**config.mk**
```make
export PLATFORM = sky130hd
export DESIGN_NAME = instr_fetch_unit
export DESIGN_NICKNAME = d
export VERILOG_FILES = /design/src/rtl/riscv_fetch_pkg.sv /design/src/rtl/fetch_queue.sv /design/src/rtl/instr_fetch_unit.sv
export SDC_FILE = /design/constraint.sdc
export NUM_CORES = 1
export LEC_CHECK = 0
export ABC_AREA = 1
export CAP_MARGIN = 20
export CORE_MARGIN = 3
export CORE_UTILIZATION = 26
export DETAILED_ROUTE_END_ITERATION = 12
export DONT_BUFFER_PORTS = 1
export PLACE_DENSITY_LB_ADDON = 0.05
export SETUP_SLACK_MARGIN = 0.05
export SLEW_MARGIN = 20
export SYNTH_ARGS = -nofsm -noshare
export SYNTH_HDL_FRONTEND = slang
export SYNTH_SLANG_ARGS = --single-unit
```
**constraint.sdc**
```tcl
create_clock -name clk -period 8.6 [get_ports clk]
set_input_delay 0.86 -clock clk [delete_from_list [all_inputs] [get_ports clk]]
set_output_delay 0.86 -clock clk [all_outputs]
set_load 0.02 [all_outputs]
```
**src/rtl/riscv_fetch_pkg.sv**
```systemverilog
// Shared types and constants for the RV32I instruction fetch stage.
package riscv_fetch_pkg;

  typedef enum logic [0:0] {RUN, FLUSH} fetch_state_t;

  localparam logic [31:0] INSTR_NOP = 32'h0000_0013;

  typedef struct packed {
    logic [31:0] pc;
    logic [31:0] data;
  } fetch_entry_t;

endpackage

```
**src/rtl/fetch_queue.sv**
```systemverilog
// Synchronous FIFO of fetched {pc, data} entries; flush wins over push and pop.
module fetch_queue
  import riscv_fetch_pkg::*;
#(
  parameter int unsigned QDEPTH = 4
) (
  input  logic                     clk,
  input  logic                     rst,
  input  logic                     push,
  input  fetch_entry_t             push_entry,
  input  logic                     pop,
  input  logic                     flush,
  output fetch_entry_t             head,
  output logic [$clog2(QDEPTH):0]  count
);
  localparam int unsigned PW = $clog2(QDEPTH);
  localparam int unsigned CW = PW + 1;

  fetch_entry_t  mem_q [QDEPTH];
  logic [PW-1:0] wr_ptr_q, rd_ptr_q;
  logic [CW-1:0] count_q;

  // Pointers wrap naturally because QDEPTH is a power of two.
  always_ff @(posedge clk) begin
    if (rst || flush) begin
      wr_ptr_q <= '0;
      rd_ptr_q <= '0;
      count_q  <= '0;
    end else begin
      if (push) wr_ptr_q <= wr_ptr_q + PW'(1);
      if (pop)  rd_ptr_q <= rd_ptr_q + PW'(1);
      count_q <= count_q + CW'(push) - CW'(pop);
    end
  end

  always_ff @(posedge clk) begin
    if (push && !flush) mem_q[wr_ptr_q] <= push_entry;
  end

  assign head  = mem_q[rd_ptr_q];
  assign count = count_q;

endmodule

```
**src/rtl/instr_fetch_unit.sv**
```systemverilog
// Fetch stage: in-order imem requests under a credit limit, response queue, redirect flush.
// Build option IFU_MISALIGN_CHECK_EN adds a sticky misalign flag that halts fetch.
module instr_fetch_unit
  import riscv_fetch_pkg::*;
#(
  parameter logic [31:0] RESET_PC = 32'h0000_0000,
  parameter int unsigned QDEPTH   = 4
) (
  input  logic        clk,
  input  logic        rst,
  output logic        imem_req_valid,
  input  logic        imem_req_ready,
  output logic [31:0] imem_req_addr,
  input  logic        imem_rsp_valid,
  input  logic [31:0] imem_rsp_data,
  input  logic        redirect_valid,
  input  logic [31:0] redirect_pc,
  output logic        inst_valid,
  input  logic        inst_ready,
  output logic [31:0] inst_data,
  output logic [31:0] inst_pc,
  output logic [31:0] inst_pc4
`ifdef IFU_MISALIGN_CHECK_EN
  ,
  output logic        misalign
`endif
);
  localparam int unsigned CW  = $clog2(QDEPTH) + 1;
  localparam int unsigned CW1 = CW + 1;

  logic [31:0]   fetch_pc_q, resp_pc_q, last_pc_q, target_pc;
  logic [CW-1:0] outstanding_q, outstanding_d, drop_cnt_q, drop_cnt_d, q_count;
  fetch_state_t  state_q, state_d;
  fetch_entry_t  head, rsp_entry;
  logic          halt, credit, req_fire, push, pop;

  assign target_pc = {redirect_pc[31:2], 2'b00};

`ifdef IFU_MISALIGN_CHECK_EN
  logic misalign_q;

  always_ff @(posedge clk) begin
    if (rst)                 misalign_q <= 1'b0;
    else if (redirect_valid) misalign_q <= |redirect_pc[1:0];
  end

  assign halt     = misalign_q;
  assign misalign = misalign_q;
`else
  logic unused_pc_bits;
  assign unused_pc_bits = ^redirect_pc[1:0];
  assign halt           = 1'b0;
`endif

  // Stale in-flight requests still hold credit until their responses drain.
  assign credit         = ({1'b0, outstanding_q} + {1'b0, q_count}) < CW1'(QDEPTH);
  assign imem_req_valid = !rst && credit && !halt;
  assign imem_req_addr  = fetch_pc_q;
  assign req_fire       = imem_req_valid && imem_req_ready;

  assign push      = imem_rsp_valid && (state_q == RUN) && !redirect_valid;
  assign pop       = inst_valid && inst_ready;
  assign rsp_entry = '{pc: resp_pc_q, data: imem_rsp_data};

  always_comb begin
    outstanding_d = outstanding_q + CW'(req_fire) - CW'(imem_rsp_valid);
    drop_cnt_d    = drop_cnt_q;
    // Everything still in flight after this cycle predates the redirect.
    if (redirect_valid) begin
      drop_cnt_d = outstanding_d;
    end else if (imem_rsp_valid && (state_q == FLUSH)) begin
      drop_cnt_d = drop_cnt_q - CW'(1);
    end
    state_d = (drop_cnt_d != '0) ? FLUSH : RUN;
  end

  always_ff @(posedge clk) begin
    if (rst) begin
      fetch_pc_q    <= RESET_PC;
      resp_pc_q     <= RESET_PC;
      last_pc_q     <= RESET_PC;
      outstanding_q <= '0;
      drop_cnt_q    <= '0;
      state_q       <= RUN;
    end else begin
      outstanding_q <= outstanding_d;
      drop_cnt_q    <= drop_cnt_d;
      state_q       <= state_d;
      if (inst_valid) last_pc_q <= head.pc;
      if (redirect_valid) begin
        fetch_pc_q <= target_pc;
        resp_pc_q  <= target_pc;
      end else begin
        if (req_fire) fetch_pc_q <= fetch_pc_q + 32'd4;
        if (push)     resp_pc_q  <= resp_pc_q + 32'd4;
      end
    end
  end

  fetch_queue #(
    .QDEPTH(QDEPTH)
  ) u_queue (
    .clk        (clk),
    .rst        (rst),
    .push       (push),
    .push_entry (rsp_entry),
    .pop        (pop),
    .flush      (redirect_valid),
    .head       (head),
    .count      (q_count)
  );

  assign inst_valid = (q_count != '0);
  assign inst_data  = inst_valid ? head.data : INSTR_NOP;
  assign inst_pc    = inst_valid ? head.pc : last_pc_q;
  assign inst_pc4   = inst_pc + 32'd4;

endmodule

```
==> metrics.md, run 1 <==
| Metric | Value |
|---|---|
| F_max | 0.1847 GHz |
| Critical path peak fanout | 76 |
| Least-Margin Pin Slew | 991.5 ps |
| Post-synthesis average cell area | 8.639 µm² |
| Total wirelength of the detailed-routed design | 53,570 µm |
| Netlist Area Pre-Place | 16,980 µm² |
| Setup Viol. Count Final | 0 |
| Final-report max-slew violation count | 0 |
| Effective utilization at floorplan | 26.29% |
| Global router's overall resource usage | 15.53% |
| Worst max-slew margin expressed relative to the limit | 33.90% |
| Data arrival time at the worst-slack endpoint | 4550 ps |
| Vertical die dimension | 261.5 µm |
| Overall overflow remaining after global route | 0 |
| Largest cells by area after synthesis | edfxtp_1, dfxtp_1, nand2_1 |
| Setup Fix Bufs, Post-CTS | 0 |
| Core area | 64,580 µm² |
| Minimum clock period | 5414 ps |
| Fin area | 19,210 µm² |
| Sequential element share of the synthesized area | 56.60% |
| Maximum number of pins on one net before global-route repair | 96 |
| Area added between synthesis and finish | 13.19% |
| CTS tree | done |
| Post-DP HPWL | 34,260 µm |
| Hold buffers post-CTS | 0 |
| Die ar. | 68,400 µm² |
| FF+latch count, synth | 356 |
| Commonest cells after routing, fill and taps aside | nand2_1, nor2_1, edfxtp_1 |
| Area share of the largest cell type after synthesis | 43.87% |
| Layout cell share with drive strength beyond 1 | 8.220% |
| Required time at the endpoint of the critical path | 7740 ps |
| Clock root cell | clkbuf_16 |
| Setup tns final | 0 ps |
| Clock slew seen by the registers of the worst setup and hold paths | 60 ps |
| I/O pin count | 200 |
| Number of instances in the synthesized netlist | 1,965 |
| Total of buffers placed on input and output ports | 0 |
| Total cell area at the placement stage | 17,750 µm² |
| Final Hold Viols | 0 |
| X dimension of the die | 261.5 µm |
| Routability Congestion | 0.7957 |
| Residual antenna-violating net count after detailed routing | 0 |
| Setup repair after global routing missed its margin | no |
| CTS-repair resized insts | 0 |
| Share of the clock period used by the worst path after layout | 62.96% |
| Number of global-route vias before repair | 12,440 |
| DR iter-0 viols | 623 |
| Number of antenna violations at the first check in global routing | 0 |
| H-tree depth reported by CTS | 2 |
| Maximum vdd ir drop | 0.1266 mV |
| Number of synthesized flops with an enable pin | 248 |
| Setup crit start kind | flip-flop |
| Layout Skew | 11.59 ps |
| Global-route wire length before repair | 79,760 µm |
| Via total after detailed routing | 12,630 |
| Maximum root-to-sink buffer count | 3 |
| Post-layout nets | 2,034 |
| Synth area leader | edfxtp_1 |
| Number of buffers added by the clock tree synthesis step | 45 |
| Pleak | 7.403 nW |
| Main synth FF type | edfxtp_1 |
| Asr flop ratio synth | 0% |
| Count of max-cap constraint violations | 0 |
| Kind of path behind the tightest hold check | in -> reg |
| Number of sinks handled by clock tree synthesis | 356 |
| Endpoint kind of the worst setup timing path | output pin |
| Unique cell type count in the Yosys netlist | 39 |
| Count of unresolved DRC violations after routing | 0 |
| Later-pin clock latency in the skew report | 570 ps |
| Leading cell type in the layout, fill and taps excluded | nand2_1 |
| Worst setup path class | reg -> out |
| Routed WL per cell | 18.87 µm |
| Number of warning messages in the yosys log | 0 |
| Status | completed |
| Number of core rows | 93 |
| DR pass1 iterations | 5 |
| Vias per inst | 4.450 |
| Total power density per cell area | 233.9 nW/µm² |
[logic make-up after synthesis]
logic type / share of synthesized area [%]
DFF: 56.60
other: 0.02209
xor gates and xnor gates: 2.528
adders and majority gates: 1.268
and+or+nand+nor: 24.54
AOI/OAI and AO/OA: 7.105
buffers and inverters: 7.930
[through the flow]
step | worst slack (ps) | std cells | hold WS, ps | util, % | power (W)
2_1_floorplan | 3873 | 1966 | 421.2 | - | 0.002494
3_3_place_gp | 3740 | 2756 | 447.7 | 27.49 | 0.002669
3_5_place_dp | 3715 | 2756 | 450.5 | 27.49 | 0.002672
4_1_cts | 3077 | 2838 | 319.3 | 29.74 | 0.004585
5_1_grt | 2900 | 2838 | 333.7 | 29.75 | 0.004719
6_report | 3186 | 2839 | 376.0 | 29.75 | 0.004494
[critical path, cell delays in order, from the launching register on]
cell and delay, ps:
dfxtp_1 330, nor2_1 150, nand2_2 60, buf_4 320, inv_2 360, buf_4 610
nand2_1 140, nand2_1 360, ha_1 390, nand2_2 100, nor2_4 170, nand2_2 110
nor2_2 220, xor2_1 420
[flip-flops by register name, summed over array words and instances (netlist names), named ones only]
| name | flops |
|---|---|
| imem_req_addr | 30 |
| outstanding_q | 3 |
| u_queue.rd_ptr_q | 2 |
| drop_cnt_q | 3 |
| state_q | 1 |
| u_queue.mem_q | 248 |
| u_queue.wr_ptr_q | 2 |
| resp_pc_q | 30 |
| u_queue.count | 3 |
| last_pc_q | 32 |
[where the power goes]
group          internal [W]  switching, W
clock network       0.00112      0.000752
registers           0.00192     0.0000800
logic              0.000147      0.000474
[layout make-up]
cell class,count,area [µm²]
antenna,1,2.502
clock buffer,59,1261
timing repair buffer,17,131.4
sequential,356,9614
inverter,235,887.1
tap,855,1070
fill,6878,45370
multi-input combinational,1293,6055
clock inverter,23,193.9
[final timing paths]
path / start / end / slack, ps / cells after the start
min reg2reg: u_queue.rd_ptr_q[1] / flip-flop / 460 / 2
max reg2reg: state_q / u_queue.mem_q[3][9] / 4620 / 7
min: rst / outstanding_q[1] / 380 / 1
max: u_queue.count[0] / inst_pc4[14] / 3190 / 13
[cell usage after synthesis, types with 2 or more instances]
cell and instances:
nor3_1 14, nor2_2 21, buf_6 11, a21oi_1 71
a31oi_1 34, nand2_1 488, buf_4 10, xor2_1 41
o21bai_1 2, inv_4 2, nand2_2 19, buf_1 5
ha_1 14, dfxtp_1 108, nor2_1 285, fa_1 2
o22ai_1 2, inv_1 230, nand4_1 25, or2_2 22
edfxtp_1 248, o21ai_0 110, clkbuf_1 31, nand3_2 2
o21ai_1 2, inv_2 2, buf_2 25, nand3_1 119
xnor2_1 8, o311ai_0 3
[metal layers]
metal	wire length, µm	share of wire [%]	up-vias	track usage [%]
li1	-	-	6357	-
met1	25130	47	5960	21.03
met2	24370	45	246	24.96
met3	2804	5.2	70	3.375
met4	1258	2.3	0	4.466
met5	0	0	-	0
Power figures use the tool's default switching activity.
==> run 2, diff against run 1 <==
==> constraint.sdc (replaced) <==
create_clock -name clk -period 5.03 [get_ports clk]
set_input_delay 0.503 -clock clk [delete_from_list [all_inputs] [get_ports clk]]
set_output_delay 0.503 -clock clk [all_outputs]
set_load 0.02 [all_outputs]
==> run 2 against run 1 <==
- count of clock-buffer cells in the layout shrank 6
- first-iteration DRC count grew 12%
- clock skew grew 5.0 ps
- flip-flop and latch count is the same
- final cell count grew 1.5%
- critical path type unchanged
==> metrics.md, run 2 (synthesis gave the netlist of run 1 again) <==
| Metric | Value |
|---|---|
| Vertical die dimension | 261.5 µm |
| Total of buffers placed on input and output ports | 0 |
| F_max | 0.2367 GHz |
| Post-layout nets | 2,076 |
| Family with the most delay on the worst path | simple AND/OR/NAND/NOR gates |
| Via total after detailed routing | 12,720 |
| Die ar. | 68,400 µm² |
| Maximum number of pins on one net before global-route repair | 83 |
| Reg-to-Reg End | imem_req_addr[24] |
| I/O pin count | 200 |
| Cell count after placement | 2,764 |
| Registers with the most flip-flops | u_queue.mem_q: 248 flops, last_pc_q: 32 flops |
| Critical path peak fanout | 59 |
| Global-route wire length before repair | 80,480 µm |
| Area added between synthesis and finish | 15.80% |
| DR pass1 iterations | 4 |
| Max FFs per register | 248 |
| Core area | 64,580 µm² |
| Setup crit start kind | flip-flop |
| Combinational cell fraction of total power | 14.9% |
| Required time at the endpoint of the critical path | 4530 ps |
| Final-report max-slew violation count | 0 |
| Residual antenna-violating net count after detailed routing | 0 |
| Buffers & Inverters on Critical Path | 2 |
| Number of sinks handled by clock tree synthesis | 356 |
| Total power density per cell area | 385.3 nW/µm² |
| Routability Congestion | 0.7986 |
| DR iter-0 viols | 696 |
| Maximum root-to-sink buffer count | 3 |
| Library cell appearing most often on the critical path | nand2_1 |
| Fin cells | 2,882 |
| Filler cell count in the final layout | 6,831 |
| Commonest cells after routing, fill and taps aside | nand2_1, nor2_1, edfxtp_1 |
| Sw power | 0.002261 W |
| Reg-to-Reg Start | u_queue.count[2] |
| Layout Skew | 16.59 ps |
| Vias per inst | 4.413 |
| Count of unresolved DRC violations after routing | 0 |
| Proportion of power drawn by the clock network | 40.0% |
| Global router's overall resource usage | 15.60% |
| Worst setup path class | reg -> out |
| Worst setup path endpoint | inst_pc4[31] |
| Total wirelength of the detailed-routed design | 53,890 µm |
| Number of antenna violations at the first check in global routing | 0 |
| Relative contribution of sequential cells to total power | 45.1% |
| Clock root cell | clkbuf_16 |
| Count of max-cap constraint violations | 0 |
| Number of core rows | 93 |
| Clock slew seen by the registers of the worst setup and hold paths | 60 ps |
| X dimension of the die | 261.5 µm |
| Post-DP HPWL | 35,140 µm |
| Pleak | 7.569 nW |
| Setup repair after global routing missed its margin | no |
| Number of buffers added by the clock tree synthesis step | 45 |
| Endpoint kind of the worst setup timing path | output pin |
| Critical Path Slowest Stage Cell | buf_4 |
| Number of global-route vias before repair | 12,410 |
| Later-pin clock latency in the skew report | 570 ps |
| Logic depth of the worst path, buffers included | 14 |
| Maximum vdd ir drop | 0.2105 mV |
| Setup Viol. Count Final | 0 |
| Effective utilization at floorplan | 26.29% |
| H-tree depth reported by CTS | 2 |
| CTS-repair resized insts | 0 |
| Layout cell share with drive strength beyond 1 | 7.897% |
| Register-to-register setup slack | 1710 ps |
| Largest stage delay on the critical path | 640 ps |
| Routed WL per cell | 18.70 µm |
| Register ranked first by flip-flop count | u_queue.mem_q |
| Setup Fix Bufs, Post-CTS | 0 |
| Kind of path behind the tightest hold check | in -> reg |
| Share of the clock period used by the worst path after layout | 83.99% |
| Hold depth | 2 |
| Hold buffers post-CTS | 34 |
| CTS tree | done |
| Least-Margin Pin Slew | 884.9 ps |
| Data arrival time at the worst-slack endpoint | 3720 ps |
| Worst r2r path cells | 9 |
| Final Hold Viols | 0 |
| Sequence of cells on the critical path | buf_4, buf_4, nand2_1, nand3_1, nand2_1, nand2_1, nand2_1, nand2_1, nor2_1, nand2_1, nor2_1, nand2_1, nand2_1, nand2_1 |
| Minimum clock period | 4225 ps |
| Leading cell type in the layout, fill and taps excluded | nand2_1 |
| Setup tns final | 0 ps |
| Status | completed |
| Worst max-slew margin expressed relative to the limit | 40.38% |
| Overall overflow remaining after global route | 0 |
| Internal portion of total power | 0.005314 W |
| Fraction of power spent switching nets | 29.85% |
## run 2: stage by stage
| step | hold slack (ps) | setup slack (ps) | power, W | util (%) | cell area [µm²] |
|---|---|---|---|---|---|
| 6_report | 74.22 | 805.3 | 0.007575 | 30.44 | 19660 |
| 5_1_grt | 42.68 | 409.2 | 0.007979 | 30.44 | 19660 |
| 4_1_cts | 22.95 | 647.4 | 0.007748 | 30.44 | 19660 |
| 3_5_place_dp | 458.4 | 1294 | 0.004585 | 27.78 | 17940 |
| 3_3_place_gp | 457.2 | 1313 | 0.004579 | 27.78 | 17940 |
| 2_1_floorplan | 421.2 | 660.2 | 0.004264 | - | 16980 |
## run 2: power by group through the flow
stage	Combinational [W]	Clock (W)	Sequential [W]
floorplan	0.000825	0	0.00344
global placement	0.00110	0	0.00348
detailed placement	0.00110	0	0.00348
CTS	0.00116	0.00317	0.00342
global route	0.00126	0.00328	0.00344
finish	0.00113	0.00303	0.00342
## run 2: worst min path at each step
stage	start	endpoint	slack [ps]
global route	rst	resp_pc_q[4]	40
detailed placement	last_pc_q[3]	last_pc_q[3]	460
global placement	last_pc_q[3]	last_pc_q[3]	460
floorplan	last_pc_q[0]	last_pc_q[0]	420
finish	rst	resp_pc_q[4]	70
CTS	rst	resp_pc_q[4]	20
## run 2: area by class of cell
type,count,area (µm²),share of cell area [%]
Multi-Input combinational cell,1293,6055,30.80
Tap cell,855,1070,5.442
Antenna cell,1,2.502,0.01273
Clock inverter,30,203.9,1.037
Inverter,235,887.1,4.512
Sequential cell,356,9614,48.91
Timing Repair Buffer,59,670.6,3.411
Clock buffer,53,1156,5.881
## run 2: layer usage
metal | vias to the layer above | share of wire, % | GRT usage (%)
li1 | 6435 | - | -
met1 | 5950 | 47 | 21.41
met2 | 270 | 46 | 25.17
met3 | 62 | 5.2 | 3.375
met4 | 0 | 1.7 | 3.588
met5 | - | 0 | 0
## run 2: worst reg2reg max path, cell delays in order, from the launching register on
cell,delay (ps)
dfxtp_1,370
ha_1,250
nor2_1,90
nand2_1,60
a31oi_1,440
nand2_1,350
nand2_1,520
clkinv_1,730
nand2_1,240
a31oi_1,100
